[src/rtl/seq_detect_pkg.sv]
// Shared types and helpers for the seq_detect_ctrl pattern-detection controller.
package seq_detect_pkg;

  typedef enum logic [1:0] {
    IDLE  = 2'b00,
    READY = 2'b01,
    RUN   = 2'b10,
    DONE  = 2'b11
  } state_e;

  // Lengths of 0 or beyond the register width fall back to the full width.
  function automatic int unsigned clamp_len(input int unsigned len, input int unsigned max_len);
    if (len == 0 || len > max_len) return max_len;
    return len;
  endfunction

endpackage

[src/rtl/seq_shift_match.sv]
// History shift register, saturating fill counter and length-masked comparator.
module seq_shift_match #(
  parameter  int PAT_W = 8,
  localparam int LEN_W = $clog2(PAT_W) + 1
) (
  input  logic             clk,
  input  logic             rst_n,
  input  logic             clr_i,
  input  logic             shift_i,
  input  logic             bit_i,
  input  logic             clr_fill_i,
  input  logic [PAT_W-1:0] pattern_i,
  input  logic [LEN_W-1:0] len_i,
  output logic             hit_o
);

  logic [PAT_W-1:0] hist_q;
  logic [PAT_W-1:0] hist_nx;
  logic [PAT_W-1:0] mask;
  logic [LEN_W-1:0] fill_q;
  logic [LEN_W-1:0] fill_nx;

  // hit_o looks at the history as it will be once the incoming bit is shifted in.
  always_comb begin
    hist_nx = {hist_q[PAT_W-2:0], bit_i};
    fill_nx = (fill_q == LEN_W'(PAT_W)) ? fill_q : fill_q + LEN_W'(1);
    for (int i = 0; i < PAT_W; i++) begin
      mask[i] = (i < int'(len_i));
    end
    hit_o = shift_i && (fill_nx >= len_i) && ((hist_nx & mask) == (pattern_i & mask));
  end

  always_ff @(posedge clk) begin
    if (!rst_n || clr_i) begin
      hist_q <= '0;
      fill_q <= '0;
    end else if (shift_i) begin
      hist_q <= hist_nx;
      fill_q <= clr_fill_i ? '0 : fill_nx;
    end
  end

endmodule

[src/rtl/seq_detect_ctrl.sv]
// Configurable serial pattern-detection controller: config handshake, start/abort, match counting.
// Optional valid-bit timeout between matches is built when SEQ_DETECT_CTRL_TIMEOUT_EN is defined.
module seq_detect_ctrl
  import seq_detect_pkg::*;
#(
  parameter  int PAT_W        = 8,
  parameter  int CNT_W        = 8,
  parameter  int TIMEOUT_BITS = 255,
  localparam int LEN_W        = $clog2(PAT_W) + 1
) (
  input  logic             clk,
  input  logic             rst_n,
  input  logic             cfg_valid,
  output logic             cfg_ready,
  input  logic [PAT_W-1:0] cfg_pattern,
  input  logic [LEN_W-1:0] cfg_len,
  input  logic             cfg_overlap,
  input  logic [CNT_W-1:0] cfg_target,
  input  logic             start,
  input  logic             abort,
  input  logic             din_valid,
  input  logic             din,
  output logic             match,
  output logic [CNT_W-1:0] match_cnt,
  output logic             busy,
  output logic             done,
  output logic             timeout,
  output state_e           dbg_state
);

  // Config handshake: a transfer happens on a rising edge where cfg_valid && cfg_ready.
  state_e           state_q, state_d;
  logic [PAT_W-1:0] pat_q;
  logic [LEN_W-1:0] len_q;
  logic             ovl_q;
  logic [CNT_W-1:0] tgt_q;
  logic [CNT_W-1:0] cnt_q, cnt_d;
  logic             match_q;
  logic             cfg_hs;
  logic             fin_pend;
  logic             shift;
  logic             clr;
  logic             hit;
  logic             to_hit;

  assign cfg_ready = (state_q == IDLE) || (state_q == READY);
  assign cfg_hs    = cfg_valid && cfg_ready;
  // The final match is pulsing: hold the stream so the count cannot pass the target.
  assign fin_pend  = match_q && (cnt_q == tgt_q);
  assign shift     = (state_q == RUN) && din_valid && !fin_pend;
  assign clr       = (state_q == READY) && start;

  seq_shift_match #(.PAT_W(PAT_W)) u_match (
    .clk        (clk),
    .rst_n      (rst_n),
    .clr_i      (clr),
    .shift_i    (shift),
    .bit_i      (din),
    .clr_fill_i (hit && !ovl_q),
    .pattern_i  (pat_q),
    .len_i      (len_q),
    .hit_o      (hit)
  );

  always_ff @(posedge clk) begin
    if (!rst_n) begin
      pat_q <= '0;
      len_q <= LEN_W'(PAT_W);
      ovl_q <= 1'b0;
      tgt_q <= CNT_W'(1);
    end else if (cfg_hs) begin
      pat_q <= cfg_pattern;
      len_q <= LEN_W'(clamp_len(32'(cfg_len), PAT_W));
      ovl_q <= cfg_overlap;
      tgt_q <= (cfg_target == '0) ? CNT_W'(1) : cfg_target;
    end
  end

  always_comb begin
    state_d = state_q;
    cnt_d   = cnt_q;
    case (state_q)
      IDLE:  if (cfg_hs) state_d = READY;
      READY: begin
        if (start) begin
          state_d = RUN;
          cnt_d   = '0;
        end
      end
      RUN: begin
        if (hit) cnt_d = cnt_q + CNT_W'(1);
        if (abort)         state_d = READY;
        else if (fin_pend) state_d = DONE;
        else if (to_hit)   state_d = DONE;
      end
      DONE:    state_d = READY;
      default: state_d = IDLE;
    endcase
  end

  always_ff @(posedge clk) begin
    if (!rst_n) begin
      state_q <= IDLE;
      cnt_q   <= '0;
      match_q <= 1'b0;
    end else begin
      state_q <= state_d;
      cnt_q   <= cnt_d;
      match_q <= hit;
    end
  end

`ifdef SEQ_DETECT_CTRL_TIMEOUT_EN
  localparam int TO_W = $clog2(TIMEOUT_BITS + 1);
  logic [TO_W-1:0] to_cnt_q;
  logic            timeout_q;

  // A match on the threshold bit resets the budget instead of timing out.
  assign to_hit = shift && !hit && (to_cnt_q == TO_W'(TIMEOUT_BITS - 1));

  always_ff @(posedge clk) begin
    if (!rst_n || clr || hit) begin
      to_cnt_q <= '0;
    end else if (shift) begin
      to_cnt_q <= to_cnt_q + TO_W'(1);
    end
  end

  always_ff @(posedge clk) begin
    if (!rst_n) timeout_q <= 1'b0;
    else        timeout_q <= (state_q == RUN) && !abort && !fin_pend && to_hit;
  end

  assign timeout = timeout_q;
`else
  logic unused_to;
  assign unused_to = ^TIMEOUT_BITS;
  assign to_hit    = 1'b0;
  assign timeout   = 1'b0;
`endif

  assign match     = match_q;
  assign match_cnt = cnt_q;
  assign busy      = (state_q == RUN);
  assign done      = (state_q == DONE);
  assign dbg_state = state_q;

endmodule

[config.mk]
export PLATFORM = sky130hd
export DESIGN_NAME = seq_detect_ctrl
export DESIGN_NICKNAME = d
export VERILOG_FILES = /design/src/rtl/seq_detect_pkg.sv /design/src/rtl/seq_shift_match.sv /design/src/rtl/seq_detect_ctrl.sv
export SDC_FILE = /design/constraint.sdc
export NUM_CORES = 1
export LEC_CHECK = 0
export BUFFER_PORTS_ARGS = -buffer_cell sky130_fd_sc_hd__buf_2
export CAP_MARGIN = 20
export CORE_AREA = 2 2 67 69
export DETAILED_ROUTE_END_ITERATION = 12
export DIE_AREA = 0 0 69 71
export GPL_TIMING_DRIVEN = 1
export PLACE_DENSITY = 0.81
export SKIP_CTS_REPAIR_TIMING = 1
export SYNTH_ARGS = -nofsm -noshare
export SYNTH_HDL_FRONTEND = slang
export SYNTH_SLANG_ARGS = --single-unit
[constraint.sdc]
create_clock -name clk -period 2.9 [get_ports clk]
set_input_delay 0.58 -clock clk [delete_from_list [all_inputs] [get_ports clk]]
set_output_delay 0.58 -clock clk [all_outputs]
set_load 0.02 [all_outputs]
# After elaboration in Yosys (flattened, before gate mapping)
# Cells that the tools add are included.
# W data, S select, Z words.
# word_totals
reg_bits	43
# classes
add_sub_neg	2
n_lt_le_gt_ge	10
n_eq_ne	10
mux	16
bitwise	2
reduce_logical	20
# ops
operator	count
$mux W8	3
$and A8 B8 Y8	2
$eq A8 B8 Y1	2
$lt A3 B4 Y1 const A	4
$mux W4	4
$pmux W8 S2	1
$add A8 B1 Y8 const B	1
$logic_and A1 B1 Y1	8
$logic_not A8 Y1	1
$lt A1 B4 Y1 const A	2
$lt A2 B4 Y1 const A	2
$mux W2	4
$pmux W2 S4	1
$reduce_and A3 Y1	2
$add A4 B1 Y4 const B	1
$eq A2 B2 Y1 const B	2
$eq A4 B4 Y1 const B	1
$ge A4 B4 Y1	1
$gt A4 B4 Y1 const B	1
$logic_not A4 Y1	1
$ne A2 B2 Y1 const B	2
$logic_not A1 Y1	3
$logic_or A1 B1 Y1	3
$mux W1	3
other kinds (5)	5

# Depth between registers and ports, before layout
# Gate-level depths: netlist of run 1.
# logic_depth
depth_word	8
ltp_mapped	13
depth_no_buf	12

# Hierarchy
# From an unflattened synthesis of run 1, not the netlist that was laid out.
# unflattened
cells_unflattened	259
hier_area_um2	2248.4
# by_module_without_submodules
mod	instances	cells_each	area_per_inst_um2
seq_detect_ctrl	1	176	1485.2
seq_shift_match	1	83	763.2

# Worst setup path before layout of run 1
# Ideal clock, no wire load.
# synth_path
path_type	register to register
startpoint	register u_match.fill_q[0]
endpoint	register cnt_q[6] (netlist: match_cnt[6])
setup_time_ns	0.087
t_arrival_ns	2.187
path_slack_ns	0.626
stages_incl_launch_ff	13
period_less_slack_ns	2.274
path_cell_list	dfxtp_1 -> inv_1 -> ha_1 -> nand2_1 -> nor2_1 -> xnor2_1 -> ha_1 -> o21ai_0 -> a21oi_1 -> o221ai_2 -> or3_1 -> clkbuf_2 -> o31ai_1
# synth_via
elab_chain_len	7
word_cells_on_any_way	8
# synth_lines
item	line_no	text
from (decl)	seq_shift_match.sv:20	logic [LEN_W-1:0] fill_q;
from (signal assigned)	seq_shift_match.sv:39	fill_q <= clr_fill_i ? '0 : fill_nx;
$add A4 B1 Y4 / $eq A4 B4 Y1 (equally long branches)	seq_shift_match.sv:26	fill_nx = (fill_q == LEN_W'(PAT_W)) ? fill_q : fill_q + LEN_W'(1);
$mux W4 *	seq_shift_match.sv:26	
$ge A4 B4 Y1 *	seq_shift_match.sv:30	hit_o = shift_i && (fill_nx >= len_i) && ((hist_nx & mask) == (pattern_i & mask));
$logic_and A1 B1 Y1 * (2 in series)	seq_shift_match.sv:30	
$ne A2 B1 Y1 (no line) *	--	
$reduce_and A3 Y1 (no line) *	--	
to (signal assigned)	seq_detect_ctrl.sv:108	cnt_q <= cnt_d;
to (decl)	seq_detect_ctrl.sv:37	logic [CNT_W-1:0] cnt_q, cnt_d;
# Every way passes the cells marked *; elsewhere a longest branch is shown, timed or not.
# A chain may end at the register's enable or synchronous reset.

# Worst setup path in the final report of run 1
# Same ends and word-level chain as after synthesis.

==> impl_metrics.tcl, run 1 <==
set metrics [dict create \
    finalSetupViolCount 0 \
    yosysMostFrequentCell "nand2_1" \
    placed_cells_incl_taps 360 \
    core_mm2 0.004204 \
    yosysWarningCount 0 \
    crit_required_ns 3.11 \
    hold_viol 0 \
    cpPeakStageDelay_ns 0.50 \
    worst_path_most_repeated_cell "ha_1" \
    p_seq_share_pct 51.0 \
    power.internal_w 0.0009214 \
    critPathLaunchType "flop" \
    ir_drop_uv 341.6 \
    p_comb_share_pct 16.4 \
    fin_crit_sh_pct 84.32 \
    n_antenna_cell 0 \
    clk_pin_slew_ns 0.08 \
    totalPowerFinal_w 0.001265 \
    max_slew_margin_pct 52.74 \
    vias 1973 \
    overflow 0 \
    yosys.area.top_type "dfxtp_1" \
    synth_cells 277 \
    io_buffers 41 \
    post_synth_instance_area_mm2 0.002205 \
    syn_area_per_cell_um2 7.959 \
    dieArea_mm2 0.004899 \
    wl_per_cell_um 12.75 \
    maxSlewViolCount 0 \
    io_pins 43 \
    clockBufferDepth 2 \
    grt_pass1_wl_um 8121 \
    netlist_top_cells_count "nand2_1, dfxtp_1, a21oi_1" \
    gp_congestion 0.8254 \
    vias_per_cell 5.347 \
    worstPathArrival_ns 2.66 \
    nNetsFinal 356 \
    rows 24 \
    rsz0062_at_grt "false" \
    area_growth_pct 15.72 \
    endpoint_kind "flop" \
    synth-seq-area-share_pct 39.05 \
    synth_fp_nets 317 \
    worstMarginPinSlew_ns 0.7081 \
    hold_class "reg2reg" \
    synth_edf_count 0 \
    cts_sinks 43 \
    fillerInstances 380 \
    ant_nets 0 \
    status "finished clean" \
    worstSkewPairLatency_ns 0.30 \
    fmax_ghz 0.4090 \
    crit_path_max_fanout 7 \
    cap_violations 0 \
    worstSetupPathType "reg2reg" \
    yosys.area.top_type_share_pct 39.05 \
    grt_pass1_vias 1883 \
    yosysUniqueCellTypes 40 \
    p_per_area_mw_per_mm2 496.0 \
    fin_skew_ns 0.005384 \
    setup_tns_ns 0 \
    final_core_util_pct 60.68 \
    p_sw_share_pct 27.18 \
    wl_um 4706 \
    drt-initial-drc-count 145 \
    worst_path_max_delay_cell "or3_1" \
    final_layout_size_suffix_gt1_share_pct 17.35 \
    die_h_um 71 \
    start_util_pct 52.44 \
    ys_ff_latch 43 \
    gr-usage-all-layers_pct 20.22 \
    synthFlopType "dfxtp_1" \
    synth_area_leaders "dfxtp_1, nand2_1, a21oi_1" \
    p_sw_w 0.0003440 \
    antenna_found_initial 0 \
    leakage_nw 1.044 \
    path_cells "inv_1 > ha_1 > nand2_1 > nor2_1 > xnor2_1 > ha_1 > o21ai_0 > a21oi_1 > o221ai_2 > or3_1 > o31ai_1" \
    async_flop_share_pct 0 \
    clock-root-buffer "clkbuf_8" \
    drc_errors 0 \
    cts-buffers-inserted 5 \
    cts_tree "yes" \
    fin_crit_ns 2.445 \
    grt_max_degree 24 \
    chipWidth_um 69 \
    cts-htree-levels 2 \
    instances_no_fill 369 \
    dp_hpwl_um 3430 \
    pwr-share-clk_pct 32.6 \
    dr.pass1.iters 4 \
]
-- routing by layer --
layer | share of wire (%) | GRT usage, %
met1 | 50 | 26.71
met2 | 44 | 32.48
met3 | 3.5 | 2.707
met4 | 1.7 | 10.46
met5 | 0 | 0
-- path summary, 6_finish.rpt --
check / from / to / slack (ns) / depth (start not counted)
min: pat_q[0]$_SDFFE_PN0P_ / pat_q[0]$_SDFFE_PN0P_ / 0.47 / 2
min reg2reg: pat_q[0]$_SDFFE_PN0P_ / pat_q[0]$_SDFFE_PN0P_ / 0.47 / 2
max reg2reg: u_match.fill_q[0]$_SDFFE_PP0P_ / match_cnt[6]$_SDFFE_PN0P_ / 0.45 / 11
max: u_match.fill_q[0]$_SDFFE_PP0P_ / match_cnt[6]$_SDFFE_PN0P_ / 0.45 / 11
-- through the flow --
stage / worst slack, ns / instance area, um2 / hold slack (ns)
final: 0.4548 / 2551 / 0.4673
after global routing: 0.1918 / 2551 / 0.4961
after CTS: 0.4370 / 2540 / 0.4715
after detailed placement: 0.4482 / 2440 / 0.4615
after global placement: 0.5284 / 2440 / 0.4559
after floorplan: 0.6263 / 2205 / 0.4478
-- power by group through the flow --
stage	Combinational, W	Sequential [W]	Clock [W]
6_report	0.000208	0.000645	0.000412
5_1_grt	0.000237	0.000650	0.000441
4_1_cts	0.000202	0.000645	0.000419
3_5_place_dp	0.000201	0.000659	0
3_3_place_gp	0.000198	0.000658	0
2_1_floorplan	0.000145	0.000656	0
-- critical path: cells and delay by family (launching register included) --
kind | cells | cell delay, ns
xor+xnor | 1 | 0.14
buf+inv | 1 | 0.11
simple gates | 3 | 0.65
fa+ha+maj | 2 | 0.47
compound gates | 4 | 0.61
flops | 1 | 0.39
-- cell families (layout without fill, tap and decap cells) --
kind of cell             Yosys count  in the layout  synth area share [%]
adder cells (fa/ha/maj)           12             12                 6.810
XOR/XNOR                          19             19                 7.548
AO/OA/AOI/OAI                     68             68                 19.35
multiplexers                       2              2                0.9081
other                              1              1                0.1701
flip-flops                        43             43                 39.05
buffers and inverters             25             65                 4.483
AND/OR/NAND/NOR                  107            107                 21.68
-- cell usage in the layout, fill, tap and decap left out, types with 3 or more instances in the layout --
cell and count:
o21ai_0 7, xnor2_1 13, nor3_1 5, and3_1 3, clkbuf_8 7, nand3b_1 4, buf_2 41, o311ai_0 6
nand2b_1 4, inv_1 12, o31ai_1 4, o211ai_1 4, ha_1 12, a31oi_1 4, dfxtp_1 43, a21oi_1 33
nand2_1 64, nand3_1 7, nor2_1 11, xor2_1 6
-- state kept, by name, indices dropped and copies added, names as in the netlist --
| register | flops |
|---|---|
| len_q | 4 |
| match | 1 |
| u_match.hist_q | 7 |
| tgt_q | 8 |
| pat_q | 8 |
| dbg_state | 2 |
| match_cnt | 8 |
| ovl_q | 1 |
| u_match.fill_q | 4 |
-- final cells by class --
type / instances / area, um2 / share of cell area [%]
Tap cell: 52 / 65.06 / 2.550
Clock buffer: 8 / 100.1 / 3.923
Timing Repair Buffer: 44 / 231.5 / 9.073
Inverter: 13 / 48.80 / 1.913
Sequential cell: 43 / 860.8 / 33.74
Multi-Input combinational cell: 209 / 1245 / 48.80
Note: power is estimated with default switching activity, not from simulation.
==> run 2, diff against run 1 <==
==> constraint.sdc (replaced) <==
create_clock -name clk -period 2.4 [get_ports clk]
set_input_delay 0.48 -clock clk [delete_from_list [all_inputs] [get_ports clk]]
set_output_delay 0.48 -clock clk [all_outputs]
set_load 0.02 [all_outputs]
==> run 2 against run 1 <==
  * First-iteration DRC count decreased by 30%
  * Via count rose by 2.3%
  * Final area rose by 3.3%
  * Largest power group unchanged
  * Highest routed layer unchanged
==> impl_metrics.tcl, run 2 (synthesis gave the netlist of run 1 again) <==
set metrics [dict create \
    dp_hpwl_um 3508 \
    dieArea_mm2 0.004899 \
    ant_nets 0 \
    dr.pass1.iters 4 \
    gr-usage-all-layers_pct 20.33 \
    cap_violations 0 \
    die_h_um 71 \
    worstMarginPinSlew_ns 0.8201 \
    final_layout_size_suffix_gt1_share_pct 21.67 \
    fin_crit_sh_pct 95.35 \
    wl_um 4773 \
    vias_per_cell 5.384 \
    n_antenna_cell 0 \
    fin_skew_ns 0.005567 \
    endpoint_kind "flop" \
    gp_congestion 0.8357 \
    rows 24 \
    instances_no_fill 375 \
    leakage_nw 1.082 \
    grt_pass1_vias 1852 \
    clock-root-buffer "clkbuf_8" \
    chipWidth_um 69 \
    io_pins 43 \
    max_slew_margin_pct 45.07 \
    crit_path_max_fanout 12 \
    start_util_pct 52.44 \
    ir_drop_uv 439.4 \
    cts_sinks 43 \
    clk_pin_slew_ns 0.08 \
    clockBufferDepth 2 \
    critPathLaunchType "flop" \
    nNetsFinal 363 \
    hold_viol 0 \
    placed_area_mm2 0.002492 \
    final_common_cell "nand2_1" \
    cts-htree-levels 2 \
    core_mm2 0.004204 \
    crit_required_ns 2.57 \
    status "finished clean" \
    setup_tns_ns 0 \
    worstSetupPathType "reg2reg" \
    grt_max_degree 23 \
    io_buffers 41 \
    finalSetupViolCount 0 \
    worstSkewPairLatency_ns 0.29 \
    cts-buffers-inserted 5 \
    fin_crit_ns 2.288 \
    drt-initial-drc-count 101 \
    cts_tree "yes" \
    hold_class "in2reg" \
    antenna_found_initial 0 \
    rsz0062_at_grt "true" \
    wl_per_cell_um 12.73 \
    final_area_mm2 0.002636 \
    fmax_ghz 0.4370 \
    vias 2019 \
    grt_pass1_wl_um 8211 \
    overflow 0 \
    final_cell_mix "nand2_1, dfxtp_1, buf_2" \
    area_growth_pct 19.58 \
    worstPathArrival_ns 2.46 \
    maxSlewViolCount 0 \
    p_per_area_mw_per_mm2 572.5 \
    drc_errors 0 \
    placed_cells_incl_taps 367 \
]
==> run 2: worst paths after layout <==
path / end / depth (start not counted) / slack, ns / from
max reg2reg: match_cnt[2]$_SDFFE_PN0P_ / 12 / 0.11 / u_match.fill_q[1]$_SDFFE_PP0P_
min reg2reg: pat_q[3]$_SDFFE_PN0P_ / 2 / 0.48 / pat_q[3]$_SDFFE_PN0P_
max: match_cnt[2]$_SDFFE_PN0P_ / 12 / 0.11 / u_match.fill_q[1]$_SDFFE_PP0P_
min: pat_q[5]$_SDFFE_PN0P_ / 3 / 0.42 / cfg_pattern[5]
==> run 2: area by class of cell <==
cell class,count,area [um2]
Fill cell,385,1568
Multi-Input combinational cell,209,1290
Sequential cell,43,860.8
Timing Repair Buffer,51,284.0
Inverter,13,48.80
Clock inverter,1,5.005
Tap cell,52,65.06
Clock buffer,6,82.58
==> run 2: worst max-delay path, stage by stage (launching register included) <==
cell and delay (ns):
dfxtp_1 0.38, inv_1 0.06, ha_1 0.17, nand2_1 0.10
nor2_2 0.06, xnor2_1 0.14, ha_1 0.27, o21ai_0 0.07
a21oi_1 0.16, o221ai_2 0.12, buf_4 0.20, o311ai_0 0.30
o21ai_0 0.14
==> run 2: per-layer routing <==
metal,share of wire [%],global-route usage (%),routed length [um],vias up
met5,0,0,0,-
met4,0.69,5.447,33,0
met3,4.1,4.274,195,2
met2,47,33.12,2257,40
met1,48,27.56,2287,931
li1,-,-,-,1046
==> run 2: where the power goes <==
part	switching (W)	leakage [nW]	total, W	internal [W]
clock	0.000234	0.0470	0.000460	0.000226
combinational	0.000159	0.685	0.000274	0.000115
sequential	0.0000281	0.350	0.000775	0.000747
total	0.000421	1.08	0.00151	0.00109
==> run 2: metrics by stage <==
step / total power (W) / hold WS, ns / worst slack [ns] / utilization (%)
finish: 0.001509 / 0.4186 / 0.1115 / 62.71
CTS: 0.001504 / 0.4130 / 0.02840 / 61.37
global route: 0.001588 / 0.4145 / -0.05826 / 62.71
global placement: 0.001046 / 0.4557 / 0.1018 / 59.29
detailed placement: 0.001053 / 0.4601 / 0.04255 / 59.29
floorplan: 0.0009676 / 0.4478 / 0.1263 / -
